==> src/rtl/alu_result_stage.sv <==
// Registered result stage behind the ALU output multiplexer: buffers results with
// their status flags in a DEPTH-entry FIFO and hands them to writeback over valid/ready.
module alu_result_stage #(
    parameter int DEPTH = 2,
    parameter int CW    = 2
) (
    input  logic          clk,
    input  logic          rst_n,
    input  logic          in_valid,
    output logic          in_ready,
    input  logic [3:0]    alu_out,
    input  logic [1:0]    opcode,
    output logic          res_valid,
    input  logic          res_ready,
    output logic [3:0]    res_data,
    output logic [1:0]    res_class,
    output logic          res_zero,
    output logic          res_neg,
    output logic          res_par,
    output logic          cmp_flag,
    output logic [CW-1:0] count
);
    localparam int PW = (DEPTH > 1) ? $clog2(DEPTH) : 1;
    localparam logic [CW-1:0] FULL_C = CW'(DEPTH);
    localparam logic [PW-1:0] LAST_C = PW'(DEPTH - 1);

    function automatic logic calc_par(input logic [3:0] d);
        return ^d;
    endfunction

    // Entry layout: {class[1:0], data[3:0], zero, neg, par}
    function automatic logic [8:0] pack_entry(input logic [1:0] op, input logic [3:0] d);
        return {op, d, (d == 4'h0), d[3], calc_par(d)};
    endfunction

    logic [8:0]    mem_q [DEPTH];
    logic [PW-1:0] wr_ptr_q, wr_ptr_d;
    logic [PW-1:0] rd_ptr_q, rd_ptr_d;
    logic [CW-1:0] count_q, count_d;
    logic          cmp_flag_q, cmp_flag_d;
    logic          push_s, pop_s;
    logic [8:0]    head_s;

    // in_ready is driven from registered count only, so a pop never frees a slot in the same cycle.
    assign in_ready  = (count_q != FULL_C);
    assign res_valid = (count_q != {CW{1'b0}});
    assign push_s    = in_valid & in_ready;
    assign pop_s     = res_valid & res_ready;

    // Head entry, forced to zero while the FIFO is empty.
    always_comb begin
        head_s = 9'h000;
        if (res_valid) begin
            head_s = mem_q[rd_ptr_q];
        end else begin
            head_s = 9'h000;
        end
    end

    assign res_class = head_s[8:7];
    assign res_data  = head_s[6:3];
    assign res_zero  = head_s[2];
    assign res_neg   = head_s[1];
    assign res_par   = head_s[0];
    assign cmp_flag  = cmp_flag_q;
    assign count     = count_q;

    // Next-state for pointers, occupancy count and the sticky compare flag.
    always_comb begin
        wr_ptr_d   = wr_ptr_q;
        rd_ptr_d   = rd_ptr_q;
        cmp_flag_d = cmp_flag_q;
        count_d    = count_q;
        if (push_s) begin
            if (wr_ptr_q == LAST_C) begin
                wr_ptr_d = {PW{1'b0}};
            end else begin
                wr_ptr_d = wr_ptr_q + PW'(1);
            end
            if (opcode == 2'b11) begin
                cmp_flag_d = alu_out[0];
            end else begin
                cmp_flag_d = cmp_flag_q;
            end
        end else begin
            wr_ptr_d   = wr_ptr_q;
            cmp_flag_d = cmp_flag_q;
        end
        if (pop_s) begin
            if (rd_ptr_q == LAST_C) begin
                rd_ptr_d = {PW{1'b0}};
            end else begin
                rd_ptr_d = rd_ptr_q + PW'(1);
            end
        end else begin
            rd_ptr_d = rd_ptr_q;
        end
        case ({push_s, pop_s})
            2'b10:   count_d = count_q + CW'(1);
            2'b01:   count_d = count_q - CW'(1);
            default: count_d = count_q;
        endcase
    end

    // Control state registers.
    always_ff @(posedge clk or negedge rst_n) begin
        if (!rst_n) begin
            wr_ptr_q   <= {PW{1'b0}};
            rd_ptr_q   <= {PW{1'b0}};
            count_q    <= {CW{1'b0}};
            cmp_flag_q <= 1'b0;
        end else begin
            wr_ptr_q   <= wr_ptr_d;
            rd_ptr_q   <= rd_ptr_d;
            count_q    <= count_d;
            cmp_flag_q <= cmp_flag_d;
        end
    end

    // Entry storage; flags are computed once, when the result is captured.
    always_ff @(posedge clk or negedge rst_n) begin
        if (!rst_n) begin
            for (int i = 0; i < DEPTH; i++) begin
                mem_q[i] <= 9'h000;
            end
        end else begin
            for (int i = 0; i < DEPTH; i++) begin
                if (push_s && (wr_ptr_q == PW'(i))) begin
                    mem_q[i] <= pack_entry(opcode, alu_out);
                end else begin
                    mem_q[i] <= mem_q[i];
                end
            end
        end
    end
endmodule

==> config.mk <==
export PLATFORM = sky130hd
export DESIGN_NAME = alu_result_stage
export DESIGN_NICKNAME = d
export VERILOG_FILES = /design/src/rtl/alu_result_stage.sv
export SDC_FILE = /design/constraint.sdc
export NUM_CORES = 1
export LEC_CHECK = 0
export ABC_AREA = 0
export BUFFER_PORTS_ARGS = -buffer_cell sky130_fd_sc_hd__buf_2
export CAP_MARGIN = 5
export CORE_MARGIN = 3
export CORE_UTILIZATION = 46
export CTS_CLUSTER_SIZE = 24
export DETAILED_ROUTE_END_ITERATION = 8
export GPL_TIMING_DRIVEN = 0
export HOLD_SLACK_MARGIN = 0.15
export PLACE_DENSITY = 0.72
export RECOVER_POWER = 50
export SLEW_MARGIN = 10
export SYNTH_ARGS = -nofsm -noshare
export SYNTH_HDL_FRONTEND = slang
export SYNTH_SLANG_ARGS = --single-unit
==> constraint.sdc <==
create_clock -name clk -period 1.5 [get_ports clk]
set_input_delay 0.15 -clock clk [delete_from_list [all_inputs] [get_ports clk]]
set_output_delay 0.15 -clock clk [all_outputs]
set_load 0.005 [all_outputs]
==> results.toml, run 1 <==
[outcome]
status = "finished, final reports clean"

[cells_and_area]
layout.cells.non_filler = 149
fillCellCount = 165
num_antenna_cells = 0
drive_gt1_share_pct = 50.0
final_cell_area_mm2 = 0.00137
nNetsFinal = 136
area.growth.synth_to_final_pct = 32.0

[clocking]
path_clk_slew_ns = 0.10
tritoncts.num_buffers = 3
cts.path.max_buffers = 2
htree_num_levels = 1
cts_num_sinks = 21
tritoncts = "done"
clk_root_buffer_cell = "clkbuf_4"
insertion_delay_ns = 0.29

[floorplan]
placeableCoreArea_mm2 = 0.00204
core.rowCount = 16
vertical_die_dimension_um = 53.5
die_width_um = 53.5
floorplan.initialDensity_pct = 50.7
ios = 24
die_area_mm2 = 0.00286

[synth]
postSynthRegisterBits = 21
seq_area_frac_synth_pct = 50.7
postSynthAreaPerCell_um2 = 12.9
synthesis.area_mm2 = 0.00104
postSynthCellCount = 80
ys_types = 19
yosys_warnings = 0
mappedNetlistNets = 93

[route]
final_antenna_net_count = 0
drt_first_pass_iters = 4
finalWirelength_um = 1980
vias_per_cell = 4.79
drtIter0Drc = 6
vias_after_detailed_routing = 714
residual_drc_count = 0
wl_per_cell_um = 13.3

[sta]
shortest_period_the_worst_path_allows_ns = 1.46
finalMaxSlewViolations = 0
final.setup_skew_ns = 0.00512
maxSlewHeadroom_pct = 27.7
rsz0062_at_grt = "yes"
fin_crit_sh_pct = 97.4
finalHoldViolCount = 0
setup_viol = 0
max_clock_freq_mhz = 685
totalNegativeSetupSlack_ns = 0
worst-slew-pin-transition_ns = 1.08

[placement]
place.port_buffers = 23
dpl_cell_area_mm2 = 0.00118
number_of_placed_instances_with_taps_included = 130
place.gp.congestion = 0.661
post-dp-hpwl_um = 1280

[setup_path]
critical_path.max_fanout = 5
required_ns = 1.68
critPathBufInv = 1
timing.critical_path.arrival_ns = 1.65
critical-path-max-stage-delay_ns = 0.46
cp_top_family = "flip-flops"
setup.worst_path.start_class = "flip-flop"
worstPathCellList = "nand2b_4 -> buf_6 -> nand2_2 -> ha_2 -> xnor2_1 -> nor2_2 -> xor2_1"
cp-end-kind = "flip-flop"
timing_worst_setup_path_type = "reg2reg"
cpMaxStageDelayCell = "dfrtp_2"

[hold_path]
hp-class = "in2reg"

[global_route]
globalRoute.totalOverflow = 0
grt_pass1_vias = 694
global_route_wire_length_before_repair_um = 3090
number_of_antenna_violations_at_the_first_check_in_global_routing = 0
grt_start_max_net_pins = 22
globalRouteTotalUtil_pct = 15.5

[power]
total_power_mw = 2.80
power.ir.vdd_worst_uv = 1320
p_leak_nw = 0.681
power-per-cell-area_mw_per_mm2 = 2040

[flow_run]
cap_violations = 0
-- worst reg2reg max path, delay by kind of cell (launching register included) --
family | cells | cell delay [ns]
flip-flops | 1 | 0.46
AND/OR/NAND/NOR | 3 | 0.30
XOR/XNOR | 2 | 0.29
adder cells (fa/ha/maj) | 1 | 0.18
buffers and inverters | 1 | 0.13
-- layout by cell type, fill, tap and decap left out, types with 2 or more instances in the layout --
master	instances
buf_2	21
buf_4	9
buf_6	2
clkbuf_1	3
clkbuf_4	3
dfrtp_1	19
dfrtp_2	2
dlygate4sd3_1	7
ha_1	2
inv_1	5
mux2_2	17
mux2i_1	8
nor2_1	8
xnor2_1	3
xor2_1	3
-- layer usage --
| metal | global-route usage, % | vias to the layer above | routed length [um] |
|---|---|---|---|
| met5 | 0 | - | 0 |
| met4 | 5.11 | 0 | 15 |
| met1 | 19.2 | 341 | 832 |
| met3 | 2.54 | 2 | 83 |
| li1 | - | 354 | - |
| met2 | 26.9 | 17 | 1050 |
-- where the power goes --
group | switching [mW] | internal (mW)
registers | 0.181 | 0.851
clock network | 0.157 | 0.103
logic | 0.610 | 0.893
-- metrics by stage --
step | util [%] | worst slack, ns | hold WS (ns)
3_5_place_dp | 58.0 | -0.213 | 0.130
2_1_floorplan | - | 0.0402 | -0.146
5_1_grt | 67.0 | -0.0295 | 0.195
4_1_cts | 64.3 | 0.00409 | 0.201
6_report | 67.0 | 0.0397 | 0.199
3_3_place_gp | 58.0 | -0.172 | 0.128
-- logic make-up (layout without fill, tap and decap cells) --
| family | after synthesis | after routing | share of synthesized area, % |
|---|---|---|---|
| buffers and inverters | 8 | 50 | 4.11 |
| flip-flops | 21 | 21 | 50.7 |
| XOR/XNOR | 6 | 6 | 5.07 |
| adder cells (fa/ha/maj) | 3 | 3 | 3.62 |
| multiplexers | 25 | 25 | 26.2 |
| AND/OR/NAND/NOR | 17 | 17 | 10.3 |
-- synth_stat cells (all sizes together) --
cell type / number / area, um^2
buf: 3 / 23.8
nand2: 1 / 3.75
ha: 3 / 37.5
dfrtp: 21 / 526
and2: 1 / 6.26
nand4: 1 / 6.26
nor2b: 1 / 6.26
nand2b: 1 / 6.26
nand3b: 1 / 20.0
mux2i: 8 / 80.1
nand3: 1 / 17.5
inv: 5 / 18.8
mux2: 17 / 191
xnor2: 3 / 26.3
nor2: 10 / 40.0
xor2: 3 / 26.3
-- sequential cells by signal (all words and copies together) (netlist names) --
signal,count
count,2
cmp_flag,1
wr_ptr_q,1
rd_ptr_q,1
mem_q,16
-- timing repair --
item                       in CTS  in global routing
setup endpoints to repair      12                  4
hold endpoints to repair       34                  0
gates cloned                    0                  0
gates resized for setup         3                  6
hold buffers                    7                  0
setup buffers                   3                  5
pin swaps                       1                  2
-- layout make-up --
| type | instances | area (um^2) | share of cell area, % |
|---|---|---|---|
| clock buffer | 4 | 26.3 | 1.92 |
| inverter | 5 | 18.8 | 1.37 |
| sequential | 21 | 528 | 38.6 |
| timing repair buffer | 38 | 243 | 17.7 |
| buffer | 3 | 30.0 | 2.20 |
| multi-input combinational | 51 | 488 | 35.7 |
| tap | 27 | 33.8 | 2.47 |
-- worst paths after layout --
kind                          start  endpoint  slack [ns]  depth (start not counted)
max in group asynchronous     rst_n  count[1]        0.21                          2
min in group asynchronous     rst_n  mem_q[5]        0.56                          2
min reg2reg                mem_q[0]  mem_q[0]        0.51                          1
max reg2reg                count[0]  count[1]        0.04                          7
max                        count[0]  count[1]        0.04                          7
min                        in_valid  wr_ptr_q        0.20                          3
(Power assumes the default switching activity.)
==> run 2: changes to the inputs <==
--- a/config.mk
+++ b/config.mk
@@ -6,15 +6,15 @@
 export NUM_CORES = 1
 export LEC_CHECK = 0
 export ABC_AREA = 0
-export BUFFER_PORTS_ARGS = -buffer_cell sky130_fd_sc_hd__buf_2
 export CAP_MARGIN = 5
 export CORE_MARGIN = 3
-export CORE_UTILIZATION = 46
+export CORE_UTILIZATION = 50
 export CTS_CLUSTER_SIZE = 24
 export DETAILED_ROUTE_END_ITERATION = 8
+export DONT_BUFFER_PORTS = 1
 export GPL_TIMING_DRIVEN = 0
 export HOLD_SLACK_MARGIN = 0.15
-export PLACE_DENSITY = 0.72
+export PLACE_DENSITY = 0.67
 export RECOVER_POWER = 50
 export SLEW_MARGIN = 10
 export SYNTH_ARGS = -nofsm -noshare
==> run 2 against run 1 <==
Hold slack worse by 0.19 ns; clock-buffer cell count fell by 1; first-iteration DRC count shrank 17%; setup slack got worse by 0.011 ns; maximum frequency fell by 0.75%; design area is 7.6% lower; clock power increased by 3%; combinational power is 15% lower.
==> results.toml, run 2 (synthesized netlist as in run 1, its figures left out) <==
[cells_and_area]
drive_gt1_share_pct = 39.2
final_core_util_pct = 68.7
fillCellCount = 150
largest_reg_flops = 16
layout.cells.non_filler = 122
mostFrequentLayoutCells = "dfrtp_1, mux2_2, mux2i_1, nor2_1, dlygate4sd3_1"
num_antenna_cells = 0
final_cell_area_mm2 = 0.00126
layout_commonest_cell = "dfrtp_1"
max_flop_register = "mem_q"
area.growth.synth_to_final_pct = 22.0
nNetsFinal = 111

[global_route]
grt_util_met1_pct = 16.5
global_route_wire_length_before_repair_um = 2820
grt_util_met2_pct = 25.2
globalRouteTotalUtil_pct = 15.0
global_route_met3_usage_pct = 6.30
grt_start_max_net_pins = 22
grt_pass1_vias = 603
grt_busiest_layer = "met2"
number_of_antenna_violations_at_the_first_check_in_global_routing = 0
globalRoute.totalOverflow = 0

[clocking]
htree_num_levels = 1
cts.path.max_buffers = 2
tritoncts = "done"
tritoncts.num_buffers = 3
cts.hold.buffers_added = 8
clk_root_buffer_cell = "clkbuf_4"
path_clk_slew_ns = 0.11
cts_num_sinks = 21
insertion_delay_ns = 0.31

[route]
wl_per_cell_um = 15.3
final_antenna_net_count = 0
residual_drc_count = 0
vias_after_detailed_routing = 643
drtIter0Drc = 5
finalWirelength_um = 1860
drt_first_pass_iters = 4
vias_per_cell = 5.27

[setup_path]
timing_worst_setup_path_type = "reg2reg"
setup.worst_path.start_class = "flip-flop"
cpMaxStageDelayCell = "dfrtp_2"
critPathBufInv = 0
worstPathCellList = "nor2_4 -> nor2b_1 -> ha_4 -> xnor2_1 -> nor2_2 -> xor2_1"
timing.critical_path.arrival_ns = 1.67
cp_top_family = "flip-flops"
required_ns = 1.70
critical_path.max_fanout = 4
critical-path-max-stage-delay_ns = 0.47
cp-end-kind = "flip-flop"

[power]
power-per-cell-area_mw_per_mm2 = 2050
p_leak_nw = 0.590
power.internal_mw = 1.68
switchingPower_uw = 913
pwr-share-clk_pct = 10.4
seq_power_share_pct = 40.4
comb_power_share_pct = 49.2
p_sw_share_pct = 35.2
power.ir.vdd_worst_uv = 1380
total_power_mw = 2.59

[sta]
max_clock_freq_mhz = 680
fin_crit_sh_pct = 98.1
worst-slew-pin-transition_ns = 0.904
finalHoldViolCount = 0
maxSlewHeadroom_pct = 39.5
rsz0062_at_grt = "yes"
shortest_period_the_worst_path_allows_ns = 1.47
setup_viol = 0
finalMaxSlewViolations = 0
timing.final.ws_setup_ns = 0.0288
final.setup_skew_ns = 0.00226
totalNegativeSetupSlack_ns = 0
fin_hold_ws_ns = 0.0115

[outcome]
status = "finished, final reports clean"

[floorplan]
placeableCoreArea_mm2 = 0.00184
vertical_die_dimension_um = 51.5
ios = 24
die_area_mm2 = 0.00265
floorplan.initialDensity_pct = 56.3
core.rowCount = 15
die_width_um = 51.5

[hold_path]
hp-class = "in2reg"

[placement]
place.port_buffers = 0
preCtsSetupSlack_ns = -0.219
number_of_placed_instances_with_taps_included = 105
dpl_cell_area_mm2 = 0.00107
place.gp.congestion = 0.652
post-dp-hpwl_um = 1200

[flow_run]
cap_violations = 0
-- run 2: area by class of cell --
class / instances / area (um^2) / area share (%)
Sequential cell: 21 / 528 / 41.8
Multi-Input combinational cell: 51 / 498 / 39.4
Timing Repair Buffer: 13 / 130 / 10.3
Tap cell: 25 / 31.3 / 2.48
Buffer: 3 / 30.0 / 2.38
Clock buffer: 3 / 22.5 / 1.78
Inverter: 5 / 18.8 / 1.49
Clock inverter: 1 / 5.00 / 0.396
-- run 2: power groups by stage --
stage | clock network (mW) | registers [mW] | logic [mW]
finish | 0.270 | 1.05 | 1.27
global route | 0.311 | 1.08 | 1.39
CTS | 0.283 | 1.03 | 1.12
detailed placement | 0 | 1.03 | 1.03
global placement | 0 | 1.02 | 1.01
floorplan | 0 | 0.991 | 0.886
-- run 2: final timing paths --
| kind | slack, ns | start | to | cells past startpoint |
|---|---|---|---|---|
| min in group asynchronous | 0.41 | rst_n | mem_q[9] | 1 |
| hold reg to reg | 0.52 | mem_q[17] | mem_q[17] | 1 |
| setup / recovery | 0.03 | count[1] | count[1] | 6 |
| setup reg to reg | 0.03 | count[1] | count[1] | 6 |
| hold / removal | 0.01 | in_valid | wr_ptr_q | 2 |
| max in group asynchronous | 0.49 | rst_n | count[0] | 1 |
-- run 2: per-layer routing --
metal	up-vias	wire (um)
met5	-	0
li1	304	-
met2	21	912
met1	313	804
met4	0	35
met3	5	112
-- run 2: worst register-to-register path, delay by kind of cell, from the launching register on --
family,cells,cell delay (ns)
and+or+nand+nor,3,0.44
adders and majority gates,1,0.19
DFF,1,0.47
xor gates and xnor gates,2,0.26
-- run 2: what timing repair did --
item	CTS	global route
resized for setup	3	6
setup endpoints to repair	11	2
buffers inserted	2	3
endpoints found under the hold margin	39	15
pin swaps	2	2
gates cloned	0	0
==> run 3: changes to the inputs <==
--- a/config.mk
+++ b/config.mk
@@ -14,7 +14,7 @@
 export DONT_BUFFER_PORTS = 1
 export GPL_TIMING_DRIVEN = 0
 export HOLD_SLACK_MARGIN = 0.15
-export PLACE_DENSITY = 0.67
+export PLACE_DENSITY = 0.77
 export RECOVER_POWER = 50
 export SLEW_MARGIN = 10
 export SYNTH_ARGS = -nofsm -noshare
==> run 3 against run 2 <==
The flow now finishes with violations (negative hold slack); critical path depth is 1 higher; total power grew 0.21%; hold slack got worse by 0.027 ns; design area rose by 0.20%; setup slack gained 0.042 ns; die area stayed put; utilization increased by 0.14 points; register-to-register slack improved by 0.04 ns; final cell count increased by 0.82%; largest cell class unchanged; via count up 0.62%.
==> results.toml, run 3 (synthesized netlist as in run 1, its figures left out) <==
[floorplan]
die_width_um = 51.5
placeableCoreArea_mm2 = 0.00184
floorplan.initialDensity_pct = 56.3
vertical_die_dimension_um = 51.5
die_area_mm2 = 0.00265
core.rowCount = 15
ios = 24

[clocking]
tritoncts = "done"
clk_root_buffer_cell = "clkbuf_4"
path_clk_slew_ns = 0.11
cts.path.max_buffers = 2
tritoncts.num_buffers = 3
cts_num_sinks = 21
cts.hold.buffers_added = 7
insertion_delay_ns = 0.31
htree_num_levels = 1

[route]
drtIter0Drc = 2
residual_drc_count = 0
vias_after_detailed_routing = 647
final_antenna_net_count = 0
wl_per_cell_um = 14.9
finalWirelength_um = 1830
drt_first_pass_iters = 3
vias_per_cell = 5.26

[global_route]
grt_util_met2_pct = 28.0
global_route_met3_usage_pct = 3.15
grt_busiest_layer = "met2"
globalRouteTotalUtil_pct = 16.3
grt_util_met1_pct = 18.4
grt_pass1_vias = 666
grt_start_max_net_pins = 22
globalRoute.totalOverflow = 0
global_route_wire_length_before_repair_um = 3070
number_of_antenna_violations_at_the_first_check_in_global_routing = 0

[setup_path]
setup.worst_path.start_class = "flip-flop"
critPathBufInv = 1
critPathLaunch = "count[0]"
cp_top_family = "flip-flops"
timing.critical_path.arrival_ns = 1.63
required_ns = 1.70
critical-path-max-stage-delay_ns = 0.46
cpMaxStageDelayCell = "dfrtp_2"
worstPathCellList = "nand2b_4 -> buf_8 -> nand2_4 -> ha_4 -> xnor2_1 -> nor2_2 -> xor2_1"
worstReg2RegStart = "count[0]"
critical_path.max_fanout = 5
cp-end-kind = "flip-flop"
timing_worst_setup_path_type = "reg2reg"

[flow_run]
cap_violations = 0

[hold_path]
timing.hold.worst.start = "in_valid"
hp-class = "in2reg"

[outcome]
status = "finished, violations left"
violations = "negative hold slack"

[cells_and_area]
layout_commonest_cell = "dfrtp_1"
max_flop_register = "mem_q"
drive_gt1_share_pct = 40.8
layout.cells.non_filler = 123
final_cell_area_mm2 = 0.00127
num_antenna_cells = 0
nNetsFinal = 112
mostFrequentLayoutCells = "dfrtp_1, mux2_2, mux2i_1, nor2_1, buf_4"
largest_reg_flops = 16
area.growth.synth_to_final_pct = 22.2

[sta]
fin_hold_ws_ns = -0.0157
maxSlewHeadroom_pct = 36.2
worst-slew-pin-transition_ns = 0.954
timing.final.ws_setup_ns = 0.0712
shortest_period_the_worst_path_allows_ns = 1.43
final.setup_skew_ns = 0.00750
fin_crit_sh_pct = 95.3
setup_viol = 0
max_clock_freq_mhz = 700
finalMaxSlewViolations = 0
rsz0062_at_grt = "yes"
finalHoldViolCount = 1

[power]
power.ir.vdd_worst_uv = 1760
power-per-cell-area_mw_per_mm2 = 2050
p_leak_nw = 0.594
total_power_mw = 2.60

[placement]
place.gp.congestion = 0.722
post-dp-hpwl_um = 1220
number_of_placed_instances_with_taps_included = 105
preCtsSetupSlack_ns = -0.234
place.port_buffers = 0
dpl_cell_area_mm2 = 0.00107
run 3: through the flow:
stage / util, % / setup TNS, ns
2_1_floorplan: - / 0
3_3_place_gp: 58.0 / -0.312
3_5_place_dp: 58.0 / -0.356
4_1_cts: 64.6 / -0.00990
5_1_grt: 68.8 / -0.0207
6_report: 68.8 / 0
run 3: area by class of cell:
cell class,count,area (um^2)
inverters,5,18.8
well taps,25,31.3
flip-flops and latches,21,528
clock buffers,4,26.3
fillers,151,573
multi-input cells,51,505
plain buffers,3,33.8
repair buffers,14,123
run 3: power breakdown:
group	internal [mW]	switching [mW]	leakage, nW	total (mW)
logic	0.741	0.540	0.330	1.28
registers	0.851	0.197	0.249	1.05
clock network	0.104	0.166	0.0150	0.270
run 3: final timing paths:
kind	endpoint	slack, ns	depth (start not counted)
min in group asynchronous	mem_q[17]	0.43	1
max in group asynchronous	count[1]	0.44	1
worst min register to register	mem_q[9]	0.52	1
worst max register to register	count[1]	0.07	7
worst min-delay path	wr_ptr_q	-0.02	2
worst max-delay path	count[1]	0.07	7
run 3: what timing repair did:
action                                  in CTS  in global routing
buffers inserted                             2                  5
gates cloned                                 0                  0
pin swaps                                    1                  2
hold endpoints to repair                    37                  8
resized for setup                            3                  9
endpoints found under the setup margin      11                  2
run 3: routing by layer:
layer	wire [um]	vias to the layer above	share of wire (%)
met5	0	-	0
met4	50	0	2.7
met3	92	5	5.0
met2	922	15	50
met1	769	323	42
li1	-	304	-
run 3: worst reg2reg max path: cells and delay by family (launching register included):
family | cells | cell delay (ns)
DFF | 1 | 0.46
buffers and inverters | 1 | 0.13
xor gates and xnor gates | 2 | 0.30
adders and majority gates | 1 | 0.15
and+or+nand+nor | 3 | 0.29
